<file path="src/rtl/sync_fifo_fwft_if.sv">
// Handshake bundle for sync_fifo_fwft.
// master: producer/consumer side (drives wr_en, wdata, rd_en, clr_err).
// slave : FIFO side (drives rdata, rvalid, status flags, count and error flags).
interface sync_fifo_fwft_if #(
    parameter int unsigned DATASIZE = 8,
    parameter int unsigned ADDRSIZE = 4
);
    logic                wr_en;
    logic [DATASIZE-1:0] wdata;
    logic                rd_en;
    logic [DATASIZE-1:0] rdata;
    logic                rvalid;
    logic                wr_full;
    logic                rempty;
    logic                almost_full;
    logic                almost_empty;
    logic [ADDRSIZE:0]   count;
    logic                clr_err;
    logic                overflow;
    logic                underflow;

    modport master (
        output wr_en, wdata, rd_en, clr_err,
        input  rdata, rvalid, wr_full, rempty, almost_full, almost_empty, count,
               overflow, underflow
    );

    modport slave (
        input  wr_en, wdata, rd_en, clr_err,
        output rdata, rvalid, wr_full, rempty, almost_full, almost_empty, count,
               overflow, underflow
    );
endinterface

</file>
<file path="src/rtl/sync_fifo_fwft.sv">
// Single-clock FIFO with selectable standard (registered, 1-cycle latency) or
// first-word-fall-through read mode, almost-full/almost-empty thresholds,
// occupancy count and sticky overflow/underflow flags.
// Ports:
//   clk - clock, all state changes on the rising edge
//   rst - asynchronous active-high reset
//   bus - sync_fifo_fwft_if.slave: write/read handshake, data, status, errors
module sync_fifo_fwft #(
    parameter int unsigned DATASIZE      = 8,
    parameter int unsigned ADDRSIZE      = 4,
    parameter int unsigned FWFT          = 0,
    parameter int unsigned AFULL_THRESH  = 2**ADDRSIZE - 2,
    parameter int unsigned AEMPTY_THRESH = 2
) (
    input logic             clk,
    input logic             rst,
    sync_fifo_fwft_if.slave bus
);
    localparam int unsigned       Depth    = 2**ADDRSIZE;
    localparam logic [ADDRSIZE:0] PtrOne   = {{ADDRSIZE{1'b0}}, 1'b1};
    localparam logic [ADDRSIZE:0] AfThresh = AFULL_THRESH[ADDRSIZE:0];
    localparam logic [ADDRSIZE:0] AeThresh = AEMPTY_THRESH[ADDRSIZE:0];

    if (AFULL_THRESH < 1 || AFULL_THRESH > Depth) begin : g_bad_afull
        $error("sync_fifo_fwft: AFULL_THRESH out of range 1..2**ADDRSIZE");
    end
    if (AEMPTY_THRESH > Depth - 1) begin : g_bad_aempty
        $error("sync_fifo_fwft: AEMPTY_THRESH out of range 0..2**ADDRSIZE-1");
    end

    logic [DATASIZE-1:0] mem [Depth];
    logic [ADDRSIZE:0]   wr_ptr_q, rd_ptr_q;
    logic [ADDRSIZE-1:0] wr_addr, rd_addr;
    logic [ADDRSIZE:0]   occupancy;
    logic                full, empty, do_wr, do_rd;
    logic                overflow_q, underflow_q;

    assign wr_addr   = wr_ptr_q[ADDRSIZE-1:0];
    assign rd_addr   = rd_ptr_q[ADDRSIZE-1:0];
    // Extra wrap bit makes the plain difference the exact occupancy 0..Depth.
    assign occupancy = wr_ptr_q - rd_ptr_q;
    assign full      = (wr_ptr_q[ADDRSIZE] != rd_ptr_q[ADDRSIZE]) && (wr_addr == rd_addr);
    assign empty     = (wr_ptr_q == rd_ptr_q);
    // Gating on the registered flags means a write into an empty FIFO cannot
    // satisfy a same-cycle read, and a read from a full FIFO cannot make room.
    assign do_wr     = bus.wr_en && !full;
    assign do_rd     = bus.rd_en && !empty;

    always_ff @(posedge clk or posedge rst) begin
        if (rst) begin
            wr_ptr_q <= '0;
            rd_ptr_q <= '0;
        end else begin
            if (do_wr) wr_ptr_q <= wr_ptr_q + PtrOne;
            if (do_rd) rd_ptr_q <= rd_ptr_q + PtrOne;
        end
    end

    // Storage is deliberately not reset.
    always_ff @(posedge clk) begin
        if (do_wr) mem[wr_addr] <= bus.wdata;
    end

    // Sticky errors: a new error in the same cycle as clr_err wins.
    always_ff @(posedge clk or posedge rst) begin
        if (rst) begin
            overflow_q  <= 1'b0;
            underflow_q <= 1'b0;
        end else begin
            if (bus.wr_en && full)       overflow_q <= 1'b1;
            else if (bus.clr_err)        overflow_q <= 1'b0;
            if (bus.rd_en && empty)      underflow_q <= 1'b1;
            else if (bus.clr_err)        underflow_q <= 1'b0;
        end
    end

    assign bus.count        = occupancy;
    assign bus.wr_full      = full;
    assign bus.rempty       = empty;
    assign bus.almost_full  = (occupancy >= AfThresh);
    assign bus.almost_empty = (occupancy <= AeThresh);
    assign bus.overflow     = overflow_q;
    assign bus.underflow    = underflow_q;

    if (FWFT != 0) begin : g_fwft
        // Head word is presented directly; rd_en only acknowledges it.
        assign bus.rdata  = empty ? '0 : mem[rd_addr];
        assign bus.rvalid = !empty;
    end else begin : g_std
        logic [DATASIZE-1:0] rdata_q;
        logic                rvalid_q;

        always_ff @(posedge clk or posedge rst) begin
            if (rst) begin
                rdata_q  <= '0;
                rvalid_q <= 1'b0;
            end else begin
                rvalid_q <= do_rd;
                if (do_rd) rdata_q <= mem[rd_addr];
            end
        end

        assign bus.rdata  = rdata_q;
        assign bus.rvalid = rvalid_q;
    end
endmodule

</file>
<file path="src/flat_wrapper.sv">
// flat-port wrapper written by rule: the top's interface ports become plain ports
module sync_fifo_fwft_flat 
#(
    parameter int unsigned DATASIZE      = 8,
    parameter int unsigned ADDRSIZE      = 4,
    parameter int unsigned FWFT          = 0,
    parameter int unsigned AFULL_THRESH  = 2**ADDRSIZE - 2,
    parameter int unsigned AEMPTY_THRESH = 2
)
  (clk, rst, bus_wr_en, bus_wdata, bus_rd_en, bus_clr_err, bus_rdata, bus_rvalid, bus_wr_full, bus_rempty, bus_almost_full, bus_almost_empty, bus_count, bus_overflow, bus_underflow);
  sync_fifo_fwft_if #(.DATASIZE(DATASIZE), .ADDRSIZE(ADDRSIZE)) bus_i ();
  input logic clk;
  input logic rst;
  input wire logic [$bits(bus_i.wr_en)-1:0] bus_wr_en;
  input wire logic [$bits(bus_i.wdata)-1:0] bus_wdata;
  input wire logic [$bits(bus_i.rd_en)-1:0] bus_rd_en;
  input wire logic [$bits(bus_i.clr_err)-1:0] bus_clr_err;
  output wire logic [$bits(bus_i.rdata)-1:0] bus_rdata;
  output wire logic [$bits(bus_i.rvalid)-1:0] bus_rvalid;
  output wire logic [$bits(bus_i.wr_full)-1:0] bus_wr_full;
  output wire logic [$bits(bus_i.rempty)-1:0] bus_rempty;
  output wire logic [$bits(bus_i.almost_full)-1:0] bus_almost_full;
  output wire logic [$bits(bus_i.almost_empty)-1:0] bus_almost_empty;
  output wire logic [$bits(bus_i.count)-1:0] bus_count;
  output wire logic [$bits(bus_i.overflow)-1:0] bus_overflow;
  output wire logic [$bits(bus_i.underflow)-1:0] bus_underflow;
  assign bus_i.wr_en = bus_wr_en;
  assign bus_i.wdata = bus_wdata;
  assign bus_i.rd_en = bus_rd_en;
  assign bus_i.clr_err = bus_clr_err;
  assign bus_rdata = bus_i.rdata;
  assign bus_rvalid = bus_i.rvalid;
  assign bus_wr_full = bus_i.wr_full;
  assign bus_rempty = bus_i.rempty;
  assign bus_almost_full = bus_i.almost_full;
  assign bus_almost_empty = bus_i.almost_empty;
  assign bus_count = bus_i.count;
  assign bus_overflow = bus_i.overflow;
  assign bus_underflow = bus_i.underflow;
  sync_fifo_fwft #(.DATASIZE(DATASIZE), .ADDRSIZE(ADDRSIZE), .FWFT(FWFT), .AFULL_THRESH(AFULL_THRESH), .AEMPTY_THRESH(AEMPTY_THRESH)) u_core (.clk(clk), .rst(rst), .bus(bus_i));
endmodule
</file>
<file path="config.mk">
export PLATFORM = sky130hd
export DESIGN_NAME = sync_fifo_fwft_flat
export DESIGN_NICKNAME = d
export VERILOG_FILES = /design/src/rtl/sync_fifo_fwft_if.sv /design/src/rtl/sync_fifo_fwft.sv /design/src/flat_wrapper.sv
export SDC_FILE = /design/constraint.sdc
export NUM_CORES = 1
export LEC_CHECK = 0
export ABC_AREA = 1
export BUFFER_PORTS_ARGS = -buffer_cell sky130_fd_sc_hd__buf_2
export CORE_MARGIN = 8
export CORE_UTILIZATION = 61
export CTS_CLUSTER_DIAMETER = 30
export CTS_CLUSTER_SIZE = 20
export DETAILED_ROUTE_END_ITERATION = 16
export PLACE_DENSITY_LB_ADDON = 0.2
export SLEW_MARGIN = 40
export SYNTH_ARGS = -nofsm -noshare
export SYNTH_HDL_FRONTEND = slang
export SYNTH_SLANG_ARGS = --single-unit
</file>
<file path="constraint.sdc">
create_clock -name clk -period 3.23 [get_ports clk]
set_clock_uncertainty 0.1 [all_clocks]
set_input_delay 0.646 -clock clk [delete_from_list [all_inputs] [get_ports clk]]
set_output_delay 0.646 -clock clk [all_outputs]
set_load 0.05 [all_outputs]
</file>
==> results of run 1 <==
## synth_stat cells, drive strengths merged
| cell type | instances |
|---|---|
| nand2 | 188 |
| edfxtp | 128 |
| inv | 118 |
| nand3 | 95 |
| nor2 | 58 |
| buf | 25 |
| dfrtp | 21 |
| xor2 | 10 |
| ha | 9 |
| o21ai | 6 |
| a21oi | 3 |
| nor3 | 2 |
| clkbuf | 1 |
| clkinv | 1 |
| fa | 1 |
| xnor2 | 1 |
## timing repair
action,in CTS,in global routing
endpoints found under the setup margin,3,3
setup buffers,0,5
resized for setup,5,1
## worst reg2reg max path, cell delays in order, from the launching register on
cell        delay (ns)
dfrtp_1           0.38
clkinvlp_4        0.14
ha_1              0.39
nand2_1           0.14
nor2_4            0.05
nand3_2           0.06
nand2_2           0.10
inv_2             0.13
nand2_1           0.13
nor2_1            0.31
buf_4             0.22
## cell families (layout without fill, tap and decap cells)
group	Yosys count	count (layout)	share of synthesized area (%)
compound gates	9	9	0.670
xor+xnor	11	11	1.43
buf+inv	145	209	9.01
simple gates	343	343	21.9
fa+ha+maj	10	10	1.97
flops	149	149	65.0
## per-layer routing
metal | track usage, % | part of all wire (%) | vias to the layer above
met4 | 11.6 | 3.1 | 0
met5 | 0 | 0 | -
li1 | - | - | 2212
met1 | 25.7 | 39 | 2180
met2 | 36.1 | 49 | 234
met3 | 5.96 | 8.7 | 45
## sequential cells by signal (all words and copies together) (netlist names)
register	count
u_core.bus.overflow	1
u_core.bus.rdata	8
u_core.bus.rvalid	1
u_core.bus.underflow	1
u_core.mem	128
u_core.rd_ptr_q	5
u_core.wr_ptr_q	5
## placed cells by master, fill, tap and decap left out, types with 2 or more instances in the layout
cell type | synthesis | layout
a21oi_1 | 3 | 3
buf_2 | 16 | 31
buf_4 | 7 | 25
bufinv_16 | 0 | 4
clkbuf_1 | 1 | 2
clkbuf_16 | 0 | 16
clkbuf_8 | 0 | 5
clkinv_1 | 1 | 2
clkinv_2 | 0 | 2
clkinvlp_4 | 0 | 2
dfrtp_1 | 21 | 20
edfxtp_1 | 128 | 128
ha_1 | 9 | 9
inv_1 | 114 | 111
inv_2 | 4 | 6
nand2_1 | 183 | 183
nand2_2 | 4 | 4
nand3_1 | 87 | 87
nand3_2 | 8 | 8
nor2_1 | 57 | 57
nor3_1 | 2 | 2
o21ai_0 | 4 | 4
o21ai_1 | 2 | 2
xor2_1 | 10 | 8
xor2_2 | 0 | 2
## power breakdown
group	switching (mW)	internal, mW	leakage, nW
Sequential	0.129	2.38	1.40
Combinational	2.61	0.979	1.78
Clock	0.728	1.33	0.306
Total	3.47	4.69	3.48
## final timing paths
check,startpoint,end,cells past startpoint
hold / removal,rst,u_core.bus.rdata[0]$_DFFE_PP0P_,2
setup / recovery,u_core.wr_ptr_q[0]$_DFFE_PP0P_,bus_almost_empty,10
min in group clk,bus_clr_err,u_core.bus.underflow$_DFFE_PP0P_,2
setup reg to reg,u_core.rd_ptr_q[3]$_DFFE_PP0P_,u_core.mem[14][4]$_DFFE_PP_,10
max in group asynchronous,rst,u_core.rd_ptr_q[0]$_DFFE_PP0P_,2
hold reg to reg,u_core.bus.rdata[0]$_DFFE_PP0P_,u_core.bus.rdata[0]$_DFFE_PP0P_,2
## per-stage QoR
stage               setup WS, ns  util [%]  TNS (ns)  area, sq um
floorplan                 0.0624         -         0         6740
global placement           0.529      65.7         0         7090
detailed placement         0.408      65.7         0         7090
CTS                       0.0253      71.6         0         7730
global route             -0.0141      72.0   -0.0141         7770
finish                    0.0918      72.0         0         7770
## cell type report
class                   instances  area share, %
multi-input cells             373           22.8
well taps                     140           2.25
flip-flops and latches        149           56.2
inverters                     119           5.80
repair buffers                 58           4.81
clock buffers                  23           6.14
clock inverters                 9           1.93
==> flow_metrics.env, run 1 <==
export IMPL_outcome="finished clean"
export IMPL_avgRoutedWirePerCell_microns=17.5
export IMPL_cp_slowest_stage_delay_ns=0.42
export IMPL_clockBufferDepth=2
export IMPL_finalPower_mw=8.16
export IMPL_finalHoldViolations=0
export IMPL_gp_congestion=0.879
export IMPL_p_leak_nw=3.49
export IMPL_syn_to_final_growth_pct=15.6
export IMPL_yosys_area_top_type="edfxtp_1"
export IMPL_power_density_nw_per_um2=1050
export IMPL_drcViolationCount=0
export IMPL_max_cap_violations=0
export IMPL_stdcell_count=871
export IMPL_hold_buffers=0
export IMPL_drive_gt1_share_pct=15.5
export IMPL_place_inst=834
export IMPL_drtIter0Drc=499
export IMPL_dp_hpwl_microns=9480
export IMPL_worst_path_dominant_cell_family="adder cells"
export IMPL_cp_required_ns=2.48
export IMPL_rrSetupSlack_ns=0.80
export IMPL_ys_warn_count=0
export IMPL_clk_latency_ns=0.54
export IMPL_antenna_found_initial=0
export IMPL_whs_ns=0.0120
export IMPL_ir_drop_mv=1.97
export IMPL_die_x_microns=121
export IMPL_syn_nets=690
export IMPL_cts_sinks=149
export IMPL_rows=38
export IMPL_antenna_cells=0
export IMPL_crit_path_end_kind="primary output"
export IMPL_period_minus_slack_ns=3.14
export IMPL_start_kind="flip-flop"
export IMPL_nNetsFinal=741
export IMPL_cp_cell_sequence="inv_2 -> ha_1 -> inv_1 -> fa_2 -> nand3_1 -> nand2_1 -> xnor2_2 -> nand2_1 -> nor2_1 -> buf_6"
export IMPL_vias=4671
export IMPL_synth_distinct_cells=24
export IMPL_synth_seq_cells=149
export IMPL_multiInputGateArea_sq_um=1770
export IMPL_start_util_pct=62.3
export IMPL_die_area_sq_um=14600
export IMPL_slew_headroom_pct=52.6
export IMPL_ys_top_cells_by_area="edfxtp_1 (57%), nand2_1 (10%), dfrtp_1 (7.8%)"
export IMPL_io_pins=33
export IMPL_crit_path_top_delay_cell="dfrtp_1"
export IMPL_cts_buffers=17
export IMPL_via_per_inst=5.36
export IMPL_clock_fmax_ghz=0.319
export IMPL_min_path_type="in2async"
export IMPL_nFillCells=734
export IMPL_report_final_slew_viol_count=0
export IMPL_finalSetupViolCount=0
export IMPL_synth_cells=667
export IMPL_ant_nets=0
export IMPL_yosys_area_top_type_share_pct=57.2
export IMPL_grt_max_degree=68
export IMPL_grt_pass1_wl_microns=24100
export IMPL_port_buffers=32
export IMPL_wl_microns=15200
export IMPL_worst_ep_arrival_time_ns=2.39
export IMPL_critPathBufInv=3
export IMPL_worst_setup_path_type="reg2out"
export IMPL_track_usage_pct=21.9
export IMPL_grt_pass1_vias=4842
export IMPL_syn_area_sq_um=6720
export IMPL_cts_tree="built"
export IMPL_regArea_sq_um=4370
export IMPL_cts_reportedPaths_clkPinSlew_ns=0.06
export IMPL_drt_pass1_iter_count=9
export IMPL_gr_total_overflow=0
export IMPL_coreArea_sq_um=10800
export IMPL_critPathMaxFanout=4
export IMPL_worst_slew_pin_slew_ns=0.712
export IMPL_cts_root_buf="clkbuf_8"
export IMPL_synth_avg_cell_area_sq_um=10.1
export IMPL_die_y_microns=121
export IMPL_yosysSeqAreaShare_pct=65.0
export IMPL_min_period_over_period_pct=97.2
export IMPL_cp_common_cell="nand2_1"
export IMPL_htreeDepth=4
Note: power is estimated with default switching activity, not from simulation.
==> inputs of run 2 (changes only) <==
Clock period 3.23 ns to 3.1 ns, I/O delays scaled along.
==> run 2 against run 1 <==
Compared with the run above: the run now ends with negative hold slack left; critical path depth shrank 3; core utilization shrank 0.79 points; critical endpoint is now bus_almost_full; die area is the same; combinational power grew 4%; global-route usage shrank 0.44 points; clock-buffer cell count grew 1; flip-flop and latch count is the same; cell area shrank 1.1%; total power grew 4.0%.
==> flow_metrics.env, run 2 (synthesis results as in run 1) <==
export IMPL_outcome="complete, but fails checks"
export IMPL_violations="negative hold slack"
export IMPL_cts_sinks=149
export IMPL_nNetsFinal=727
export IMPL_power_density_nw_per_um2=1100
export IMPL_finalPower_mw=8.49
export IMPL_finalSetupViolCount=0
export IMPL_wl_microns=14900
export IMPL_slew_headroom_pct=47.9
export IMPL_p_sw_mw=3.65
export IMPL_min_path_type="in2async"
export IMPL_cts_buffers=17
export IMPL_crit_path_top_delay_cell="dfrtp_1"
export IMPL_drt_pass1_iter_count=5
export IMPL_clockBufferDepth=2
export IMPL_critPathMaxFanout=6
export IMPL_crit_path_end_kind="primary output"
export IMPL_worst_path_dominant_cell_family="flip-flops"
export IMPL_stdcell_count=857
export IMPL_cp_cell_sequence="ha_1 -> a21oi_1 -> nand2_1 -> xor2_4 -> nand3_1 -> nand2_1 -> buf_2"
export IMPL_ant_nets=0
export IMPL_dr_wl_met3_microns=1110
export IMPL_cts_reportedPaths_clkPinSlew_ns=0.07
export IMPL_routed_wl_met2_microns=7100
export IMPL_report_final_slew_viol_count=0
export IMPL_drtIter0Drc=481
export IMPL_top_layer="met4"
export IMPL_io_pins=33
export IMPL_track_usage_pct=21.4
export IMPL_place_inst=823
export IMPL_min_period_over_period_pct=96.1
export IMPL_critPathBufInv=1
export IMPL_die_x_microns=121
export IMPL_worst_slew_pin_slew_ns=0.779
export IMPL_rows=38
export IMPL_worst_setup_path_type="reg2out"
export IMPL_p_leak_nw=3.41
export IMPL_finalHoldViolations=14
export IMPL_htreeDepth=4
export IMPL_die_area_sq_um=14600
export IMPL_p_clk_share_pct=25.4
export IMPL_layout_commonest_cell="nand2_1"
export IMPL_intPower_mw=4.84
export IMPL_antenna_found_initial=0
export IMPL_fin_area_sq_um=7680
export IMPL_pwr_share_comb_pct=43.9
export IMPL_max_cap_violations=0
export IMPL_drt_met1_wl_microns=6310
export IMPL_period_minus_slack_ns=2.98
export IMPL_hold_buffers=0
export IMPL_port_buffers=32
export IMPL_fin_util_pct=71.2
export IMPL_dp_hpwl_microns=9080
export IMPL_drive_gt1_share_pct=13.9
export IMPL_vias=4593
export IMPL_setup_ws_ns=0.120
export IMPL_die_y_microns=121
export IMPL_avgRoutedWirePerCell_microns=17.4
export IMPL_p_sw_share_pct=43.0
export IMPL_cts_tree="built"
export IMPL_grt_pass1_vias=4547
export IMPL_fin_setup_tns_ns=0
export IMPL_whs_ns=-0.00862
export IMPL_reg2reg_depth=8
export IMPL_antenna_cells=0
export IMPL_gr_total_overflow=0
export IMPL_gp_congestion=0.820
export IMPL_ir_drop_mv=1.43
export IMPL_cts_root_buf="clkbuf_8"
export IMPL_p_seq_share_pct=30.7
export IMPL_drcViolationCount=0
export IMPL_final_cell_mix="nand2_1 (183), edfxtp_1 (128), inv_1 (112)"
export IMPL_regMostFlops="u_core.mem"
export IMPL_start_kind="flip-flop"
export IMPL_grt_pass1_wl_microns=23700
export IMPL_largest_reg_flops=128
export IMPL_start_util_pct=62.3
export IMPL_clock_fmax_ghz=0.336
export IMPL_cp_required_ns=2.38
export IMPL_dp_slack_ns=0.352
export IMPL_rsz0062_at_grt="false"
export IMPL_grt_max_degree=68
export IMPL_coreArea_sq_um=10800
export IMPL_placed_area_sq_um=7020
export IMPL_syn_to_final_growth_pct=14.3
export IMPL_clk_latency_ns=0.54
export IMPL_worst_ep_arrival_time_ns=2.26
export IMPL_crit_cells=7
export IMPL_cp_slowest_stage_delay_ns=0.44
export IMPL_cp_common_cell="nand2_1"
export IMPL_via_per_inst=5.36
## run 2: cell types whose count changed in the layout (fill, tap and decap cells not counted), moves of 2 or more
cell | before | now
buf_4 | 25 | 11
bufinv_16 | 4 | 2
clkbuf_16 | 16 | 20
clkbuf_8 | 5 | 1
clkinv_2 | 2 | 0
nor2_1 | 57 | 55
nor2_2 | 0 | 2
## run 2: per-layer routing
layer  up-vias  track usage, %
met2       169            34.5
met4         0            10.5
met3        34            4.51
li1       2193               -
met1      2197            27.1
met5         -               0
## run 2: worst register-to-register path, stage by stage (launching register included)
cell	delay (ns)
dfrtp_1	0.42
ha_1	0.41
nand2_1	0.15
nor2_4	0.05
nand3_2	0.07
nand2_2	0.10
inv_2	0.14
nand2_1	0.18
nor2_1	0.64
## run 2: final cells by class
| class | count | area [sq um] |
|---|---|---|
| inverter | 119 | 447 |
| clock inverter | 8 | 109 |
| fill | 781 | 3110 |
| clock buffer | 24 | 526 |
| tap | 140 | 175 |
| timing repair buffer | 44 | 269 |
| sequential | 149 | 4370 |
| multi-input combinational | 373 | 1790 |
## run 2: power by group through the flow
stage                     clock network (mW)  registers [mW]  logic (mW)
after floorplan                            0            2.85        2.59
after global placement                     0            2.63        3.55
after detailed placement                   0            2.65        3.61
after CTS                               2.16            2.61        3.70
after global routing                    2.24            2.63        4.06
final                                   2.15            2.61        3.73
## run 2: path summary, 6_finish.rpt
| kind | startpoint | endpoint | slack [ns] |
|---|---|---|---|
| hold reg to reg | u_core.wr_ptr_q[4]$_DFFE_PP0P_ | u_core.wr_ptr_q[4]$_DFFE_PP0P_ | 0.40 |
| hold / removal | rst | u_core.bus.overflow$_DFFE_PP0P_ | -0.009 |
| min in group clk | bus_clr_err | u_core.bus.overflow$_DFFE_PP0P_ | 0.17 |
| max in group asynchronous | rst | u_core.rd_ptr_q[0]$_DFFE_PP0P_ | 2.56 |
| setup reg to reg | u_core.wr_ptr_q[3]$_DFFE_PP0P_ | u_core.mem[6][4]$_DFFE_PP_ | 0.46 |
| setup / recovery | u_core.wr_ptr_q[2]$_DFFE_PP0P_ | bus_almost_full | 0.12 |
## run 2: repair_timing
item / 4_1_cts / 5_1_grt
setup buffers: 0 / 2
endpoints found under the setup margin: 3 / 1
pin swaps: 0 / 1
resized for setup: 5 / 0
==> inputs of run 3 (changes only) <==
Settings changed: ABC_AREA 1 to not set, CORE_UTILIZATION 61 to 60.
==> run 3 against run 2 <==
Compared with the run above: the run ends with negative hold slack, negative setup slack left; die area decreased by 7.5%; final cell count decreased by 35%; global-route usage decreased by 1.9 points; critical path depth increased by 2; flip-flop and latch count unchanged; non-clock buffer count increased by 14; combinational power decreased by 7.0%; synthesized area decreased by 10%; clock-buffer cell count decreased by 5; worst setup slack got worse by 0.15 ns; sequential share of layout area increased by 4.3 points; synthesized cell count decreased by 47%; critical endpoint is now bus_almost_empty; highest routed layer unchanged.
==> flow_metrics.env, run 3 <==
export IMPL_start_util_pct=61.8
export IMPL_synth_avg_cell_area_sq_um=17.2
export IMPL_synth_edf_count=128
export IMPL_coreArea_sq_um=9770
export IMPL_drtIter0Drc=267
export IMPL_outcome="complete, but fails checks"
export IMPL_cts_root_buf="clkbuf_8"
export IMPL_dp_hpwl_microns=7590
export IMPL_start_kind="flip-flop"
export IMPL_critPathMaxFanout=3
export IMPL_die_area_sq_um=13500
export IMPL_ys_top_cells_by_area="edfxtp_1 (64%), dfrtp_1 (8.7%), mux2i_1 (5.3%)"
export IMPL_max_cap_violations=0
export IMPL_stdcell_count=557
export IMPL_grt_max_degree=51
export IMPL_synth_seq_cells=149
export IMPL_worst_setup_path_type="reg2out"
export IMPL_finalHoldViolations=2
export IMPL_nFillCells=590
export IMPL_violations="negative hold slack, negative setup slack"
export IMPL_antenna_found_initial=0
export IMPL_clock_fmax_ghz=0.319
export IMPL_rows=36
export IMPL_avgRoutedWirePerCell_microns=22.3
export IMPL_use_met3_pct=3.52
export IMPL_whs_ns=-0.000720
export IMPL_clk_latency_ns=0.52
export IMPL_largest_reg_flops=128
export IMPL_crit_path_top_delay_cell="dfrtp_1"
export IMPL_rsz0062_at_grt="true"
export IMPL_syn_area_sq_um=6040
export IMPL_cts_sinks=149
export IMPL_nNetsFinal=435
export IMPL_clockBufferDepth=2
export IMPL_grtUsageMet1_pct=25.9
export IMPL_cp_common_cell="inv_2"
export IMPL_track_usage_pct=19.6
export IMPL_grt_pass1_wl_microns=18800
export IMPL_cts_reportedPaths_clkPinSlew_ns=0.06
export IMPL_drcViolationCount=0
export IMPL_cts_tree="built"
export IMPL_ir_drop_mv=1.33
export IMPL_multiInputGateArea_sq_um=1580
export IMPL_synth_most_common_cell="edfxtp_1"
export IMPL_drive_gt1_share_pct=26.7
export IMPL_worst_slew_pin_slew_ns=0.663
export IMPL_antenna_cells=0
export IMPL_reg2reg_to="u_core.mem[1][7]$_DFFE_PP_"
export IMPL_ant_nets=0
export IMPL_wl_microns=12400
export IMPL_min_path_type="in2async"
export IMPL_gr_total_overflow=0
export IMPL_syn_to_final_growth_pct=18.2
export IMPL_layout_commonest_cell="edfxtp_1"
export IMPL_yosysSeqAreaShare_pct=72.3
export IMPL_die_x_microns=116
export IMPL_synth_common_cells="edfxtp_1 (128), mux2i_1 (32), nor2_1 (30)"
export IMPL_port_buffers=32
export IMPL_critPathBufInv=3
export IMPL_worst_ep_arrival_time_ns=2.41
export IMPL_yosys_area_top_type_share_pct=63.6
export IMPL_crit_path_end_kind="primary output"
export IMPL_drt_pass1_iter_count=4
export IMPL_setup_ws_ns=-0.0338
export IMPL_hold_buffers=0
export IMPL_p_leak_nw=2.57
export IMPL_via_per_inst=5.97
export IMPL_regMostFlops="u_core.mem"
export IMPL_final_cell_mix="edfxtp_1 (128), mux2i_1 (32), nor2_1 (30)"
export IMPL_synth_cells=351
export IMPL_io_pins=33
export IMPL_ys_warn_count=0
export IMPL_crit_cells=9
export IMPL_yosys_area_top_type="edfxtp_1"
export IMPL_grt_pass1_vias=3379
export IMPL_period_minus_slack_ns=3.13
export IMPL_die_y_microns=116
export IMPL_top_usage_layer="met2"
export IMPL_use_met2_pct=30.7
export IMPL_reg2reg_depth=7
export IMPL_cts_buffers=17
export IMPL_power_density_nw_per_um2=1150
export IMPL_report_final_slew_viol_count=0
export IMPL_min_period_over_period_pct=101
export IMPL_synth_ff_type="edfxtp_1"
export IMPL_slew_headroom_pct=55.7
export IMPL_r2r_start="u_core.rd_ptr_q[3]$_DFFE_PP0P_"
export IMPL_gp_congestion=0.787
export IMPL_syn_nets=374
export IMPL_worst_path_dominant_cell_family="compound AO/OA/AOI/OAI gates"
export IMPL_regArea_sq_um=4370
export IMPL_cp_slowest_stage_delay_ns=0.40
export IMPL_ys_async_sr_fraction_pct=14.1
export IMPL_cp_cell_sequence="inv_2 -> ha_4 -> inv_2 -> fa_2 -> a21o_1 -> a21oi_4 -> xnor2_4 -> a211oi_4 -> buf_6"
export IMPL_vias=3328
export IMPL_synth_distinct_cells=38
export IMPL_finalSetupViolCount=2
export IMPL_cp_required_ns=2.38
export IMPL_place_inst=519
export IMPL_rrSetupSlack_ns=0.44
export IMPL_htreeDepth=4
## run 3: changes by cell type in the layout (fill, tap and decap cells not counted), sizes merged, moves of 28 or more
cell,before,now
nand2,188,10
inv,119,11
nand3,95,1
mux2i,0,32
nor2,58,30
## run 3: logic make-up (layout without fill, tap and decap cells)
kind of cell,count (synthesis),after routing,synth area share (%)
mux,48,48,11.4
xor+xnor,12,12,1.74
flops,149,149,72.3
simple gates,60,60,4.58
buf+inv,27,100,2.79
fa+ha+maj,10,10,2.19
compound gates,45,45,5.01
## run 3: area by class of cell
type / instances / share of cell area (%)
multi-input combinational: 175 / 22.0
inverter: 11 / 0.613
clock inverter: 12 / 2.59
timing repair buffer: 58 / 5.32
clock buffer: 19 / 5.90
sequential: 149 / 61.2
tap: 133 / 2.33
## run 3: worst max-delay path by stage
stage,start,end,slack [ns]
floorplan,u_core.rd_ptr_q[1]$_DFFE_PP0P_,bus_almost_empty,0.02
global placement,u_core.wr_ptr_q[0]$_DFFE_PP0P_,bus_almost_empty,0.22
global route,u_core.wr_ptr_q[0]$_DFFE_PP0P_,bus_almost_empty,-0.10
CTS,u_core.wr_ptr_q[0]$_DFFE_PP0P_,bus_almost_empty,-0.06
finish,u_core.wr_ptr_q[0]$_DFFE_PP0P_,bus_almost_empty,-0.03
detailed placement,u_core.wr_ptr_q[0]$_DFFE_PP0P_,bus_almost_empty,0.14
## run 3: what timing repair did
item / CTS / global route
pin swaps: 5 / 3
buffers inserted: 4 / 3
resized for setup: 14 / 3
endpoints found under the hold margin: 0 / 0
cloned: 0 / 0
endpoints found under the setup margin: 4 / 3
## run 3: report_power, final
group          internal [mW]  switching [mW]  total (mW)
Sequential              2.49           0.189        2.68
Combinational           1.27            2.20        3.47
Clock                   1.37           0.717        2.09
Total                   5.13            3.10        8.24
## run 3: worst reg2reg max path: stages (launching register included)
cell and delay, ns:
dfrtp_1 0.50, inv_1 0.09, ha_1 0.39, and4_1 0.26, a21boi_2 0.38, nand2_1 0.23, nor3_1 0.20, buf_4 0.22
## run 3: through the flow
step           TNS (ns)  utilization (%)  worst slack [ns]  cell area [sq um]  total power, mW
2_1_floorplan         0                -            0.0180               6110             5.25
4_1_cts          -0.128             72.8           -0.0641               7120             8.17
3_5_place_dp          0             65.9             0.144               6440             5.89
3_3_place_gp          0             65.9             0.223               6440             5.81
5_1_grt          -0.200             73.1            -0.102               7150             8.57
6_report        -0.0580             73.1           -0.0338               7150             8.24
## run 3: per-layer routing
metal  vias up  wire (microns)
li1       1491               -
met1      1691            5330
met2       123            5940
met3        23             806
met4         0             361
met5         -               0
